## src/rtl/uart_rx_b.sv

```systemverilog
// 8N1 UART receiver: 2-flop input synchronizer, start-edge detect, mid-bit sampling,
// registered Rx_done / frame_err pulses and a break-tolerant WAIT_IDLE state.
module uart_rx_b #(
  parameter int unsigned KBAUD    = 14'd10416,
  parameter int unsigned CNT_BITS = $clog2(KBAUD)
) (
  input  logic                clk,
  input  logic                rst,
  input  logic                IN,
  output logic [7:0]          data,
  output logic                Rx_done,
  output logic                Rx_busy,
  output logic                frame_err,
  output logic [CNT_BITS-1:0] baud_clk_wi
);

  localparam logic [CNT_BITS-1:0] KMAX  = CNT_BITS'(KBAUD);
  localparam logic [CNT_BITS-1:0] KHALF = CNT_BITS'(KBAUD / 2);

  typedef enum logic [2:0] {
    StIdle     = 3'd0,
    StStart    = 3'd1,
    StData     = 3'd2,
    StStop     = 3'd3,
    StWaitIdle = 3'd4
  } state_e;

  state_e              state;
  logic [CNT_BITS-1:0] cnt;
  logic [7:0]          shreg;
  logic [2:0]          bit_idx;
  logic                rx_meta;
  logic                rx_s;
  logic                rx_prev;
  logic [1:0]          sync_vld;
  logic                fall;

  // rx_prev only follows rx_s once the synchronizer holds real line samples, so the
  // reset value of the chain cannot fake a start edge on a line that is already low.
  always_ff @(posedge clk or negedge rst) begin
    if (!rst) begin
      rx_meta  <= 1'b1;
      rx_s     <= 1'b1;
      rx_prev  <= 1'b0;
      sync_vld <= 2'b00;
    end else begin
      rx_meta  <= IN;
      rx_s     <= rx_meta;
      sync_vld <= {sync_vld[0], 1'b1};
      rx_prev  <= sync_vld[1] ? rx_s : 1'b0;
    end
  end

  assign fall        = rx_prev & ~rx_s;
  assign baud_clk_wi = cnt;

  always_ff @(posedge clk or negedge rst) begin
    if (!rst) begin
      state     <= StIdle;
      cnt       <= '0;
      shreg     <= 8'h00;
      bit_idx   <= 3'd0;
      data      <= 8'h00;
      Rx_done   <= 1'b0;
      frame_err <= 1'b0;
      Rx_busy   <= 1'b0;
    end else begin
      Rx_done   <= 1'b0;
      frame_err <= 1'b0;
      case (state)
        StIdle: begin
          cnt <= '0;
          if (fall) begin
            state   <= StStart;
            Rx_busy <= 1'b1;
          end
        end
        StStart: begin
          if (cnt == KHALF) begin
            cnt <= '0;
            if (!rx_s) begin
              state   <= StData;
              bit_idx <= 3'd0;
            end else begin
              state   <= StIdle;
              Rx_busy <= 1'b0;
            end
          end else begin
            cnt <= cnt + CNT_BITS'(1);
          end
        end
        StData: begin
          if (cnt == KMAX) begin
            cnt     <= '0;
            shreg   <= {rx_s, shreg[7:1]};
            bit_idx <= bit_idx + 3'd1;
            if (bit_idx == 3'd7) state <= StStop;
          end else begin
            cnt <= cnt + CNT_BITS'(1);
          end
        end
        StStop: begin
          if (cnt == KMAX) begin
            cnt <= '0;
            if (rx_s) begin
              data    <= shreg;
              Rx_done <= 1'b1;
              state   <= StIdle;
              Rx_busy <= 1'b0;
            end else begin
              frame_err <= 1'b1;
              state     <= StWaitIdle;
            end
          end else begin
            cnt <= cnt + CNT_BITS'(1);
          end
        end
        StWaitIdle: begin
          cnt <= '0;
          if (rx_s) begin
            state   <= StIdle;
            Rx_busy <= 1'b0;
          end
        end
        default: begin
          state   <= StIdle;
          cnt     <= '0;
          Rx_busy <= 1'b0;
        end
      endcase
    end
  end

endmodule

```

## config.mk

```make
export PLATFORM = sky130hd
export DESIGN_NAME = uart_rx_b
export DESIGN_NICKNAME = d
export VERILOG_FILES = /design/src/rtl/uart_rx_b.sv
export SDC_FILE = /design/constraint.sdc
export NUM_CORES = 1
export LEC_CHECK = 0
export CORE_MARGIN = 10
export CORE_UTILIZATION = 45
export CTS_CLUSTER_DIAMETER = 150
export DETAILED_ROUTE_END_ITERATION = 10
export GPL_TIMING_DRIVEN = 0
export PLACE_DENSITY = 0.68
export SETUP_SLACK_MARGIN = 0.02
export SYNTH_ARGS = -nofsm -noshare
export SYNTH_HDL_FRONTEND = slang
export SYNTH_SLANG_ARGS = --single-unit
```

## constraint.sdc

```tcl
create_clock -name clk -period 2.6 [get_ports clk]
set_input_delay 0.52 -clock clk [delete_from_list [all_inputs] [get_ports clk]]
set_output_delay 0.52 -clock clk [all_outputs]
set_load 0.02 [all_outputs]
```

* After elaboration in Yosys (flattened, before gate mapping)
Index checks and enable logic that the tools add are counted.
Word-level totals: bits in registers 44, input port bits 3, word-level logic and storage cells 67
Operators by class: $add $sub $neg 2, equality and inequality tests 14, muxes and demuxes 28, bitwise gates (word level) 3, reduce and logical (&&, ||, !) cells 8
Operators with widths (count):
- 3-bit two-way mux | 10
- 14-bit two-way mux | 2
- 14-bit case mux with 2 select lines | 1
- 3-bit case mux with 5 select lines | 1
- 14-bit by 1-bit adder with 14-bit output (second input constant) | 1
- 14-bit by 13-bit equality test with 1-bit output (second input constant) | 1
- 14-bit equality test (second input constant) | 1
- 2-bit != test (second input constant) | 7
- 1-bit two-way mux | 11
- 4-bit AND reduction | 2
- 3-bit by 2-bit equality test with 1-bit output (second input constant) | 2
- 3-bit equality test (second input constant) | 2
- 3-bit case mux with 2 select lines | 1
- 6-bit AND reduction | 1
- 1-bit case mux with 5 select lines | 1
- 3-bit by 1-bit adder with 3-bit output (second input constant) | 1
- 3-bit by 1-bit equality test with 1-bit output (second input constant) | 1
- 3-bit logical NOT | 1
- 3-bit AND reduction | 1
- 2-bit two-way mux | 1
- 1-bit inverter | 2
- 2-bit AND reduction | 1
- 2-bit nonzero test | 1
- 2-bit OR reduction | 1
- 1-bit AND | 1

* Longest topological paths before layout
word-level depth 4, mapped depth 7, mapped depth without buffers 6

* Worst setup path before layout
OpenSTA, ideal clock, no wires.
path type reg-to-reg, start register cnt[0], in the netlist baud_clk_wi[0], end register shreg[2], setup time 0.125 ns, arrival 1.916 ns, slack 0.559 ns, stages on the path, launching flop included 8, period minus slack after synthesis 2.041 ns, cell sequence dfrtp_1 -> inv_1 -> ha_1 -> nor4b_4 -> nand4_4 -> or3_1 -> buf_6 -> mux2_4
On the way: longest elaborated chain between the ends 2
Ends and longest elaborated chain:
- from (decl) | line 29 | logic [CNT_BITS-1:0] cnt;
- from (signal assigned) | line 89 | cnt <= cnt + CNT_BITS'(1);
- from (signal assigned) | line 99 | cnt <= cnt + CNT_BITS'(1);
- from (signal assigned) | line 115 | cnt <= cnt + CNT_BITS'(1);
- 14-bit equality test | line 93 | if (cnt == KMAX) begin
- 2-bit AND reduction (no source line)
- to (signal assigned) | line 95 | shreg <= {rx_s, shreg[7:1]};
- to (decl) | line 30 | logic [7:0] shreg;
No other way between the ends. A chain may end at the register's enable or synchronous reset.

* Worst setup path after layout
start register cnt[0], in the netlist baud_clk_wi[0], end register state[0]
On the way: longest elaborated chain between the ends 3, elaborated cells between the ends (all ways) 6, those cells by class eq/ne: 5; reduce/logical: 1
Ends and longest elaborated chain:
- 14-bit equality test or 14-bit by 13-bit equality test with 1-bit output (tied branches) | line 93, 103, 79
- 2-bit != test (no source line)
- 6-bit AND reduction (no source line) (*)
- to (signal assigned) | line 97 | if (bit_idx == 3'd7) state <= StStop;
- to (signal assigned) | line 108 | state <= StIdle;
- to (signal assigned) | line 112 | state <= StWaitIdle;
- to (decl) | line 28 | state_e state;
Mark *: on every way between the ends. The rest lies on a longest branch, timed or not.

==> run metrics <==
Total Wirelength=4.11 mm; Via density=5.58; RSZ-0062 raised after global routing=false; Yosys Warn Count=0; area of the multi-input gates=just under 900 um^2; Hold Buf Count CTS=0; postcts setup bufs=0; share of the synthesized area in the top cell type=51.7%; crit share post-route=a little over four fifths; Slowest cell on crit path=dfrtp_1; non-filler cells, final=254; FF+latch area=1100 um^2; HPWL reported at the end of detailed placement=2.99 mm; Crit Path Max Fanout=10; port buffer count=27; Yosys top cell by area=dfrtp_1; TritonCTS clock tree=yes; Setup WS pre-CTS=0.408 ns; Filler cells=between 300 and 400; Pwr per Cell Area=around 660 nW/um^2; Critical path buffers and inverters=2; CTS max path bufs=2; post-synthesis sequential area ratio=a little over half; final net count=208; Die ar.=7610 um^2; commonest cells in the synthesized netlist=42 x dfrtp_1, 14 x a21oi_1, 12 x mux2_2; TritonCTS Sinks=44; CP arrival=2.35 ns; total grt overflow=0; vias=1417; Syn Area/Cell=between 10 and 15 um^2; VDD IR max=0.000476 V; Final min period=approximately 2.2 ns; core area=4350 um^2; Primary FF master, synth=dfrtp_1; Tot GR Track Use=between 10% and 20%; number of synthesized flops with an enable pin=0; total CTS buffers=5; nets in the synthesized netlist=173; Final ANT Viol Nets=0; hold_ws=0.144 ns; synth top area cells=dfrtp_1 52%, mux2_2 6.6%, xor2_1 3.9%, mux2_4 3.7%, a21oi_1 3.4%; Critical Setup Path Class=reg -> reg; final hold vios=0; Worst Skew=0.00376 ns; IO Pins=28; CP endpoint kind=flip-flop; Die Y-Extent=87.2 um; Max Slew Vio Count=0; RePlAce Congestion=between 0.8 and 0.9; H-tree Lvls=2; vias in the first global route=around 1500; DR DRC count=0; ant diodes=0; clk_lat worst skew=0.29 ns; Final WS setup=0.403 ns; Setup crit start kind=flip-flop; PnR Total Power=between 1.5 and 2 mW; leak pwr=1.12 nW; drt initial violations=78; asr flop ratio synth=100%; die width=87.2 um; routed len/inst=16.2 um; Post-Syn Area=2030 um^2; cell family with most CP delay=simple AND/OR/NAND/NOR gates; status=finished, final reports clean; clock root buffer=clkbuf_8; DRT Pass-1 Iters=4; Peak Freq=approximately 0.46 GHz; Clock transition at path regs=0.08 ns; max cap viols=0; type of the worst min-delay path=in -> async; number of gates resized after cts=0; first-pass GRT wire length=between 7 and 8 mm; Inst Count DP=246; layout cells sized above 1=17.3%; initial antenna violation count=0; CP max stage delay=0.43 ns; Layout area overhead=23.2%; Mapped Cells=166; number of cell rows=24; most common cell in the synthesized netlist=dfrtp_1; crit-path cells=inv_1 -> ha_1 -> nor4b_4 -> nand4_1 -> nand3_1 -> clkbuf_1 -> o211ai_1; Yosys reg bits=44; initial core utilization=46.7%; final setup violation count=0; Unique masters post-synth=45; largest net degree at the start of global routing=29; WP data required=2.75 ns
## final timing paths
kind	startpoint	end	slack (ns)	depth (start not counted)
hold reg to reg	sync_vld[0]$_DFF_PN0_	sync_vld[1]$_DFF_PN0_	0.36	0
setup reg to reg	baud_clk_wi[0]$_DFF_PN0_	state[0]$_DFFE_PN0P_	0.40	7
min in group clk	sync_vld[0]$_DFF_PN0_	sync_vld[1]$_DFF_PN0_	0.36	0
max in group asynchronous	rst	rx_meta$_DFF_PN1_	1.91	2
setup / recovery	baud_clk_wi[0]$_DFF_PN0_	state[0]$_DFFE_PN0P_	0.40	7
hold / removal	rst	state[1]$_DFFE_PN0P_	0.14	1
## cell type report
class,instances,share of cell area (%)
repair buffers,28,11.4
flip-flops and latches,44,44.0
plain buffers,9,1.65
multi-input cells,110,35.0
clock inverters,2,1.55
clock buffers,6,3.30
inverters,3,0.449
well taps,52,2.60
## flip-flops by register name (all words and copies together) (netlist names), 2 cells and up
signal,flops
baud_clk_wi,14
data,8
shreg,8
state,3
bit_idx,3
sync_vld,2
## power by group
group | internal (mW) | total (mW) | switching [mW]
registers | 0.725 | 0.788 | 0.0626
logic | 0.139 | 0.306 | 0.167
clock network | 0.314 | 0.550 | 0.236
## logic make-up after synthesis
kind of cell	Yosys count	share of synthesized area, %
flip-flops	44	54.2
other	1	0.184
AND/OR/NAND/NOR	48	16.2
adder cells (fa/ha/maj)	4	2.46
AO/OA/AOI/OAI	29	9.23
buffers and inverters	12	2.58
multiplexers	18	10.8
XOR/XNOR	10	4.31
## per-layer routing
metal  wire length, um  GRT usage, %  vias to the layer above
met4                38          4.93                        0
met3               223          3.37                        6
met2              1950          18.4                       29
met5                 0             0                        -
li1                  -             -                      672
met1              1900          14.5                      710
## per-stage QoR
step | cell area [um^2] | util, % | TNS [ns]
2_1_floorplan | 2030 | - | 0
5_1_grt | 2510 | 57.6 | 0
3_5_place_dp | 2380 | 54.8 | 0
4_1_cts | 2510 | 57.6 | 0
6_report | 2510 | 57.6 | 0
3_3_place_gp | 2370 | 54.4 | -2.37
## cell usage in the layout, fill, tap and decap left out, types with 2 or more instances in the layout
cell              n
dfrtp_1          42
clkdlybuf4s50_1  26
a21oi_1          14
mux2_2           12
xor2_1            9
clkbuf_1          8
nand3_1           8
clkbuf_8          6
nand2_1           5
nand4_1           5
mux2_4            5
or3_1             4
ha_1              4
nor2_1            3
and2_1            3
inv_1             3
nor3_1            3
nor2b_1           2
nor4bb_1          2
o21ai_0           2
a22oi_1           2
nand2b_1          2
a22o_1            2
a211oi_1          2
dfstp_2           2
Note: power is estimated with default switching activity, not from simulation.
